## src/rtl/galvo_pkg.sv

```systemverilog
// galvo_pkg: shared definitions for the galvo point pacer.
//   - speed select codes for the `setting` input
//   - pacer FSM state encoding
//   - default geometry, period and dwell values
package galvo_pkg;

   localparam logic [1:0] SPD_SLOW = 2'd0;
   localparam logic [1:0] SPD_MED1 = 2'd1;
   localparam logic [1:0] SPD_MED2 = 2'd2;
   localparam logic [1:0] SPD_FAST = 2'd3;

   typedef enum logic [1:0] {
      ST_IDLE  = 2'd0,
      ST_RUN   = 2'd1,
      ST_DWELL = 2'd2
   } pacer_state_t;

   localparam int DEF_XY_W  = 12;
   localparam int DEF_CNT_W = 16;
   localparam int DEF_SLOW  = 3600;
   localparam int DEF_MED1  = 2500;
   localparam int DEF_MED2  = 2000;
   localparam int DEF_FAST  = 1700;
   localparam int DEF_DWELL = 900;

endpackage

```

## src/rtl/galvo_point_pacer_if.sv

```systemverilog
// galvo_point_pacer_if: upstream point stream (x, y, laser) with valid/ready.
//   pt_valid  source -> pacer   point available
//   pt_x/pt_y source -> pacer   DAC coordinates, XY_W bits each
//   pt_laser  source -> pacer   laser on for this point
//   pt_ready  pacer  -> source  point taken this cycle when pt_valid is high
interface galvo_point_pacer_if #(
   parameter int XY_W = 12
);
   logic            pt_valid;
   logic [XY_W-1:0] pt_x;
   logic [XY_W-1:0] pt_y;
   logic            pt_laser;
   logic            pt_ready;

   modport master (output pt_valid, pt_x, pt_y, pt_laser, input  pt_ready);
   modport slave  (input  pt_valid, pt_x, pt_y, pt_laser, output pt_ready);
endinterface

```

## src/rtl/galvo_interval_counter.sv

```systemverilog
// galvo_interval_counter: point-rate interval timer.
//   clk, reset   clock and synchronous active-high reset
//   count_en     pacer is in RUN; counter advances
//   clear        pacer is in IDLE; counter parked at 0
//   setting      speed select, sampled only at a tick
//   tick         interval boundary (counting and cnt == 0)
// cnt runs 0..period_q and wraps; period_q is reloaded only at a tick, so a
// mid-interval speed change lands on the following interval. Outside RUN and
// IDLE the count holds, which lets a dwell resume the interval at cnt=1.
module galvo_interval_counter
   import galvo_pkg::*;
#(
   parameter int CNT_W = DEF_CNT_W,
   parameter int SLOW  = DEF_SLOW,
   parameter int MED1  = DEF_MED1,
   parameter int MED2  = DEF_MED2,
   parameter int FAST  = DEF_FAST
) (
   input  logic       clk,
   input  logic       reset,
   input  logic       count_en,
   input  logic       clear,
   input  logic [1:0] setting,
   output logic       tick
);

   logic [CNT_W-1:0] cnt;
   logic [CNT_W-1:0] period_q;
   logic [CNT_W-1:0] period_sel;
   logic [CNT_W-1:0] limit;

   always_comb begin
      period_sel = CNT_W'(SLOW);
      case (setting)
         SPD_MED1: period_sel = CNT_W'(MED1);
         SPD_MED2: period_sel = CNT_W'(MED2);
         SPD_FAST: period_sel = CNT_W'(FAST);
         default:  period_sel = CNT_W'(SLOW);
      endcase
   end

   assign tick  = count_en && (cnt == '0);
   // At a tick the new period already governs the step out of 0.
   assign limit = tick ? period_sel : period_q;

   always_ff @(posedge clk) begin
      if (reset) begin
         cnt      <= '0;
         period_q <= CNT_W'(SLOW);
      end else begin
         if (tick) period_q <= period_sel;
         if (clear)
            cnt <= '0;
         else if (count_en)
            cnt <= (cnt >= limit) ? '0 : cnt + 1'b1;
      end
   end

endmodule

```

## src/rtl/galvo_point_pacer.sv

```systemverilog
// galvo_point_pacer: paces an upstream point stream into the galvo DAC.
//   clk, reset        clock and synchronous active-high reset
//   enable            run pacing; low forces IDLE with the laser blanked
//   setting           speed select (SLOW/MED1/MED2/FAST)
//   pt                point stream, slave side (pt_ready is combinational)
//   dac_x, dac_y      registered coordinates to the DAC
//   laser_on          registered laser enable
//   strobe_out        one-cycle DAC load strobe after an accepted point
//   underrun          one-cycle pulse after a tick with no point available
//
// state    | meaning
// ---------+-----------------------------------------------------------
// ST_IDLE  | not pacing; laser off, DAC holds, interval counter parked
// ST_RUN   | interval counter running; a point is taken at each tick
// ST_DWELL | settling after a laser change; laser_tgt applied at the end
module galvo_point_pacer
   import galvo_pkg::*;
#(
   parameter int XY_W  = DEF_XY_W,
   parameter int CNT_W = DEF_CNT_W,
   parameter int SLOW  = DEF_SLOW,
   parameter int MED1  = DEF_MED1,
   parameter int MED2  = DEF_MED2,
   parameter int FAST  = DEF_FAST,
   parameter int DWELL = DEF_DWELL
) (
   input  logic                clk,
   input  logic                reset,
   input  logic                enable,
   input  logic [1:0]          setting,
   galvo_point_pacer_if.slave  pt,
   output logic [XY_W-1:0]     dac_x,
   output logic [XY_W-1:0]     dac_y,
   output logic                laser_on,
   output logic                strobe_out,
   output logic                underrun
);

   // Dwell timer is a down-counter: loaded with DWELL-1, done at 0.
   localparam logic [CNT_W-1:0] DWELL_LAST = (DWELL > 0) ? CNT_W'(DWELL - 1) : '0;

   pacer_state_t     state, state_d;
   logic [CNT_W-1:0] dcnt, dcnt_d;
   logic             laser_tgt, tgt_d;
   logic [XY_W-1:0]  dac_x_d, dac_y_d;
   logic             laser_d, strobe_d, underrun_d;
   logic             tick;

   galvo_interval_counter #(
      .CNT_W (CNT_W),
      .SLOW  (SLOW),
      .MED1  (MED1),
      .MED2  (MED2),
      .FAST  (FAST)
   ) u_cnt (
      .clk      (clk),
      .reset    (reset),
      .count_en (state == ST_RUN),
      .clear    (state == ST_IDLE),
      .setting  (setting),
      .tick     (tick)
   );

   // Gated so a point is never taken on a cycle whose result is discarded.
   assign pt.pt_ready = tick & enable & ~reset;

   always_ff @(posedge clk) begin
      if (reset) begin
         state      <= ST_IDLE;
         dcnt       <= '0;
         laser_tgt  <= 1'b0;
         dac_x      <= '0;
         dac_y      <= '0;
         laser_on   <= 1'b0;
         strobe_out <= 1'b0;
         underrun   <= 1'b0;
      end else begin
         state      <= state_d;
         dcnt       <= dcnt_d;
         laser_tgt  <= tgt_d;
         dac_x      <= dac_x_d;
         dac_y      <= dac_y_d;
         laser_on   <= laser_d;
         strobe_out <= strobe_d;
         underrun   <= underrun_d;
      end
   end

   always_comb begin
      state_d    = state;
      dcnt_d     = dcnt;
      tgt_d      = laser_tgt;
      dac_x_d    = dac_x;
      dac_y_d    = dac_y;
      laser_d    = laser_on;
      strobe_d   = 1'b0;
      underrun_d = 1'b0;
      if (!enable) begin
         state_d = ST_IDLE;
         laser_d = 1'b0;
      end else begin
         case (state)
            ST_IDLE: state_d = ST_RUN;
            ST_RUN: begin
               if (tick) begin
                  if (pt.pt_valid) begin
                     dac_x_d  = pt.pt_x;
                     dac_y_d  = pt.pt_y;
                     strobe_d = 1'b1;
                     if (pt.pt_laser != laser_on) begin
                        if (DWELL == 0) begin
                           laser_d = pt.pt_laser;
                        end else begin
                           // Blank now; an unblank waits for the dwell to end.
                           laser_d = 1'b0;
                           tgt_d   = pt.pt_laser;
                           dcnt_d  = DWELL_LAST;
                           state_d = ST_DWELL;
                        end
                     end
                  end else begin
                     underrun_d = 1'b1;
                     laser_d    = 1'b0;
                  end
               end
            end
            ST_DWELL: begin
               if (dcnt == '0) begin
                  state_d = ST_RUN;
                  laser_d = laser_tgt;
               end else begin
                  dcnt_d = dcnt - 1'b1;
               end
            end
            default: state_d = ST_IDLE;
         endcase
      end
   end

endmodule

```

## src/flat_wrapper.sv

```systemverilog
// flat-port wrapper written by rule: the top's interface ports become plain ports
module galvo_point_pacer_flat import galvo_pkg::*;
#(
   parameter int XY_W  = DEF_XY_W,
   parameter int CNT_W = DEF_CNT_W,
   parameter int SLOW  = DEF_SLOW,
   parameter int MED1  = DEF_MED1,
   parameter int MED2  = DEF_MED2,
   parameter int FAST  = DEF_FAST,
   parameter int DWELL = DEF_DWELL
)
  (clk, reset, enable, setting, dac_x, dac_y, laser_on, strobe_out, underrun, pt_pt_valid, pt_pt_x, pt_pt_y, pt_pt_laser, pt_pt_ready);
  galvo_point_pacer_if #(.XY_W(XY_W)) pt_i ();
  input  logic clk;
  input  logic reset;
  input  logic enable;
  input  logic [1:0] setting;
  output logic [XY_W-1:0] dac_x;
  output logic [XY_W-1:0] dac_y;
  output logic laser_on;
  output logic strobe_out;
  output logic underrun;
  input wire logic [$bits(pt_i.pt_valid)-1:0] pt_pt_valid;
  input wire logic [$bits(pt_i.pt_x)-1:0] pt_pt_x;
  input wire logic [$bits(pt_i.pt_y)-1:0] pt_pt_y;
  input wire logic [$bits(pt_i.pt_laser)-1:0] pt_pt_laser;
  output wire logic [$bits(pt_i.pt_ready)-1:0] pt_pt_ready;
  assign pt_i.pt_valid = pt_pt_valid;
  assign pt_i.pt_x = pt_pt_x;
  assign pt_i.pt_y = pt_pt_y;
  assign pt_i.pt_laser = pt_pt_laser;
  assign pt_pt_ready = pt_i.pt_ready;
  galvo_point_pacer #(.XY_W(XY_W), .CNT_W(CNT_W), .SLOW(SLOW), .MED1(MED1), .MED2(MED2), .FAST(FAST), .DWELL(DWELL)) u_core (.clk(clk), .reset(reset), .enable(enable), .setting(setting), .pt(pt_i), .dac_x(dac_x), .dac_y(dac_y), .laser_on(laser_on), .strobe_out(strobe_out), .underrun(underrun));
endmodule
```

## config.mk

```make
export PLATFORM = sky130hd
export DESIGN_NAME = galvo_point_pacer_flat
export DESIGN_NICKNAME = d
export VERILOG_FILES = /design/src/rtl/galvo_pkg.sv /design/src/rtl/galvo_point_pacer_if.sv /design/src/rtl/galvo_interval_counter.sv /design/src/rtl/galvo_point_pacer.sv /design/src/flat_wrapper.sv
export SDC_FILE = /design/constraint.sdc
export NUM_CORES = 1
export LEC_CHECK = 0
export CAP_MARGIN = 20
export CORE_MARGIN = 2
export CORE_UTILIZATION = 46
export CTS_CLUSTER_DIAMETER = 60
export DETAILED_ROUTE_END_ITERATION = 7
export PLACE_DENSITY = 0.7
export SYNTH_ARGS = -nofsm -noshare
export SYNTH_HDL_FRONTEND = slang
export SYNTH_SLANG_ARGS = --single-unit
```

## constraint.sdc

```tcl
create_clock -name clk -period 4.5 [get_ports clk]
set_input_delay 0.675 -clock clk [delete_from_list [all_inputs] [get_ports clk]]
set_output_delay 0.675 -clock clk [all_outputs]
set_load 0.02 [all_outputs]
```

==> results summary <==
In this run the horizontal extent of the chip is 95.3 um. The largest single stage delay on the critical path is 450 ps. In this run the most critical hold path is launched from u_core.u_cnt.period_q[1]. The count of cell types in the netlist came out at 46. The number of storage elements in the synthesis netlist is 78. The number of instances in the placed design came out at 595. The worst-case setup margin in the final layout is 661 ps.

Counting instances, the worst hold path has a depth of 2. The max-slew headroom at the worst pin is 44.3%. The largest fanout of any net on the critical path came out at 22.

For this run the aggregate overflow at the end of global routing stands at 0. The largest individual stage delay along the critical path comes from the cell sky130_fd_sc_hd__nand2_1. The path with the worst hold slack has its endpoint at u_core.u_cnt.period_q[1]. The largest net degree at the start of global routing is 61. The number of CTS-inserted buffers came out at 9. The total negative slack came out at 0 ps. The number of diodes came out at 0. The die covers 9080 um2. Synthesis handed over a netlist of 450 instances. Setup violations remaining at the end of the flow were counted as 0.

The height of the die is 95.3 um. The multi-input gate area in the final layout is 2130 um2. After routing the design area is 4690 um2. The worst setup path is captured at a flip-flop. The average cell area after synthesis came out at 8.52 um2. The starting density of the core is 47.1%. The time the final worst path needs with I/O delays and setup is 3840 ps. The count of TritonRoute iterations in the first routing pass is 4. The placement-stage worst setup slack came out at 693 ps. Yosys mapped a number of flops with a built-in enable equal to 0. The clock slew at the register clock pins of the worst setup and hold paths is 80 ps. The number of vias per cell is 5.57. The leading area contributor after synthesis is sky130_fd_sc_hd__dfxtp_1. After detailed routing, the average wire length per cell comes to 14.3 um. The final weighted congestion of routability-driven global placement came out at 0.795. The switching fraction of total power came out at 27.5%. The number of buffers on the longest clock path is 2.

The startpoint identified for the worst register-to-register timing path is u_core.u_cnt.cnt[0]. The number of non-filler instances in the completed layout is 610. The total number of H-tree levels came out at 3. The aggregate routed wire length is 8740 um. The leakage power total came out at 0.00169 uW. Post-CTS timing repair inserted 0 buffers for setup.

The area growth from synthesis to layout came out at 22.4%. Once placement finished, the instance area stood at 4500 um2. For this run, asynchronously set or reset flops after synthesis account for 0%. The sequential share of power is 48.7%. The CTS tree is built.

Grouping stages by cell kind, the critical path spends the most delay in simple AND/OR/NAND/NOR gates. The number of buffers and inverters on the critical path came out at 2. The fmax came out at 260 MHz. At the end of the flow, the number of nets in the layout was 561.

The proportion of power drawn by the clock network is 34.5%. The internal portion of the total power is 1090 uW. The max-slew violation count came out at 0.

The switching power is 415 uW. The count of max-cap constraint violations is 0. In this run the critical register-to-register path is captured at u_core.u_cnt.cnt[5]. The total of hold buffers inserted after clock tree synthesis is 0. The global-route wire length before repair came out at 14400 um. The critical path goes through inv_1 -> ha_1 -> nor4b_1 -> and4_1 -> nand2_1 -> nor2_1 -> a21oi_1 -> ha_1 -> and4_1 -> nand2_1 -> a2bb2oi_1 -> o311ai_1 -> buf_4 -> a2111oi_0.

The number of global-route vias before repair came to 3102. The quantity of gates resized following cts came out at 0. STA classifies the critical path startpoint as a flip-flop. After floorplanning, the core was sized to cover 8130 um2. The worst voltage drop across the vdd grid is 241 uV. The depth of the most critical reg-to-reg path came out at 14.

For flop-to-flop paths, the worst setup slack is 660 ps. The clock insertion delay at the later pin of the skew report came out at 350 ps. The area fraction of the dominant cell type after synthesis is 40.7%. The library cell used most frequently in the layout, excluding fill and tap cells, is sky130_fd_sc_hd__dfxtp_1. The total number of vias is 3396. The sequential element share of the synthesized area is 40.7%.

The initial antenna violation count was 0. The total DRC errors in the routed layout is 0. During placement, the flow inserted port buffers numbering 58. The count of fill cells added during filler insertion is 730.

The worst path required time came out at 4710 ps. Across the routed clock network, the largest skew measured is 12.6 ps. The flow ran to the end, and the final reports show no timing, DRC or antenna violations. The total number of yosys warnings came out at 0.

The cell chosen for the clock root is sky130_fd_sc_hd__clkbuf_8. The count of final hold-check violations is 0. The power density over the cells came out at 322 nW/um2.

The row count is 33. Pin placement for this block handled 59 I/O pins. The half-perimeter wire length after placement came out at 6110 um.

The net count after synthesis is 510. The commonest register cell after synthesis is sky130_fd_sc_hd__dfxtp_1. The cell area after synthesis came out at 3830 um2. The global-route usage over all layers is 19.9%. Setup repair after global routing left no endpoint under its margin. The detail route stage leaves a number of antenna-violating nets equal to 0. The sequential cell area is 1560 um2. The combinational fraction of design power is 16.7%.

The tightest min-delay check is of the reg -> reg type. The fraction of final layout cells with drive strength greater than 1 is 5.94%. CTS saw 78 sinks. The final critical-path share of the clock period is 85.3%. Leaving out fill and tap cells, the most frequent cells in the layout are sky130_fd_sc_hd__dfxtp_1 (78), sky130_fd_sc_hd__nand2_1 (71), sky130_fd_sc_hd__clkdlybuf4s50_1 (57). At the pin with the least slew margin, the transition time is 836 ps. By startpoint and endpoint, the worst setup path is classified as reg -> reg. The violation count after the first detailed-routing iteration came out at 123.

Sorting the synthesized cells by area gives the leading types as sky130_fd_sc_hd__dfxtp_1 (41%), sky130_fd_sc_hd__ha_1 (9.5%), sky130_fd_sc_hd__nand2_1 (7.0%), sky130_fd_sc_hd__a21oi_1 (6.8%), sky130_fd_sc_hd__a2111oi_0 (3.7%). The endpoint arrival time on the critical path is 4050 ps.
[layer usage]
layer  up-vias  GRT usage (%)  part of all wire (%)
met3         6           5.38                   6.2
met1      1569           26.5                    49
met5         -              0                     0
met2        82           31.6                    44
li1       1739              -                     -
met4         0           5.31                  0.78
[worst max path at each step]
stage                        startpoint                    to  slack, ps  depth (start not counted)
floorplan           u_core.u_cnt.cnt[0]   u_core.u_cnt.cnt[0]       1180                         14
global placement    u_core.u_cnt.cnt[0]   u_core.u_cnt.cnt[5]        950                         14
finish              u_core.u_cnt.cnt[0]   u_core.u_cnt.cnt[5]        660                         14
global route        u_core.u_cnt.cnt[0]  u_core.u_cnt.cnt[15]        140                         14
detailed placement  u_core.u_cnt.cnt[0]  u_core.u_cnt.cnt[15]        690                         14
CTS                 u_core.u_cnt.cnt[0]   u_core.u_cnt.cnt[5]        660                         14
[cells by family after synthesis]
logic type                 synth area share, %
muxes                                     1.04
AOI/OAI and AO/OA                         18.7
xor gates and xnor gates                  3.66
adders and majority gates                 9.46
DFF                                       40.7
buffers and inverters                     3.85
and+or+nand+nor                           22.5
[synth_stat cells (2+ instances only)]
cell and count:
sky130_fd_sc_hd__nor4_1 5, sky130_fd_sc_hd__nand2b_1 2, sky130_fd_sc_hd__dfxtp_1 78, sky130_fd_sc_hd__nor2_1 28, sky130_fd_sc_hd__nand2_1 71, sky130_fd_sc_hd__and2_1 2, sky130_fd_sc_hd__a21oi_1 52, sky130_fd_sc_hd__or2_2 3
sky130_fd_sc_hd__xor2_1 5, sky130_fd_sc_hd__inv_1 14, sky130_fd_sc_hd__a31oi_1 5, sky130_fd_sc_hd__and4_1 4, sky130_fd_sc_hd__and3_1 3, sky130_fd_sc_hd__a21o_1 3, sky130_fd_sc_hd__o41ai_1 4, sky130_fd_sc_hd__or4_1 13
sky130_fd_sc_hd__a211o_1 3, sky130_fd_sc_hd__nand3_1 6, sky130_fd_sc_hd__o21ai_0 8, sky130_fd_sc_hd__nor3_1 12, sky130_fd_sc_hd__xnor2_1 11, sky130_fd_sc_hd__or3_1 10, sky130_fd_sc_hd__o31ai_1 9, sky130_fd_sc_hd__clkbuf_1 21
sky130_fd_sc_hd__a211oi_1 2, sky130_fd_sc_hd__o21a_1 2, sky130_fd_sc_hd__mux2i_1 4, sky130_fd_sc_hd__nand4b_1 3, sky130_fd_sc_hd__a2111oi_0 16, sky130_fd_sc_hd__nand4_1 7, sky130_fd_sc_hd__ha_1 29
[power by group through the flow]
| stage | Clock (uW) | Sequential, uW | Combinational (uW) |
|---|---|---|---|
| 2_1_floorplan | 0 | 752 | 170 |
| 3_5_place_dp | 0 | 751 | 251 |
| 5_1_grt | 563 | 738 | 282 |
| 4_1_cts | 535 | 735 | 253 |
| 3_3_place_gp | 0 | 750 | 246 |
| 6_report | 521 | 735 | 252 |
[worst register-to-register path: stages, from the launching register on]
cell and delay (ps):
sky130_fd_sc_hd__dfxtp_1 360, sky130_fd_sc_hd__inv_1 100, sky130_fd_sc_hd__ha_1 140, sky130_fd_sc_hd__nor4b_1 310
sky130_fd_sc_hd__and4_1 330, sky130_fd_sc_hd__nand2_1 450, sky130_fd_sc_hd__nor2_1 410, sky130_fd_sc_hd__a21oi_1 90
sky130_fd_sc_hd__ha_1 320, sky130_fd_sc_hd__and4_1 200, sky130_fd_sc_hd__nand2_1 80, sky130_fd_sc_hd__a2bb2oi_1 160
sky130_fd_sc_hd__o311ai_1 130, sky130_fd_sc_hd__buf_4 210, sky130_fd_sc_hd__a2111oi_0 430
[stage by stage]
stage | utilization [%] | hold WS [ps] | power, uW
after detailed placement | 55.3 | 445 | 1000
after CTS | 57.7 | 457 | 1520
after global placement | 55.3 | 442 | 996
final | 57.7 | 455 | 1510
after global routing | 57.7 | 477 | 1580
after floorplan | - | 422 | 923
[flip-flops by register name, indices dropped and copies added (netlist names)]
signal	count
u_core.dcnt	16
u_core.u_cnt.cnt	16
u_core.u_cnt.period_q	16
u_core.dac_x	12
u_core.dac_y	12
u_core.state	2
u_core.laser_on	1
u_core.laser_tgt	1
u_core.strobe_out	1
u_core.underrun	1
[area by class of cell]
cell class / instances / area share (%)
Clock buffer: 10 / 2.93
Clock inverter: 5 / 1.23
Inverter: 14 / 1.12
Multi-Input combinational cell: 334 / 45.4
Sequential cell: 78 / 33.3
Tap cell: 105 / 2.80
Timing Repair Buffer: 64 / 13.2
(Power assumes the default switching activity.)
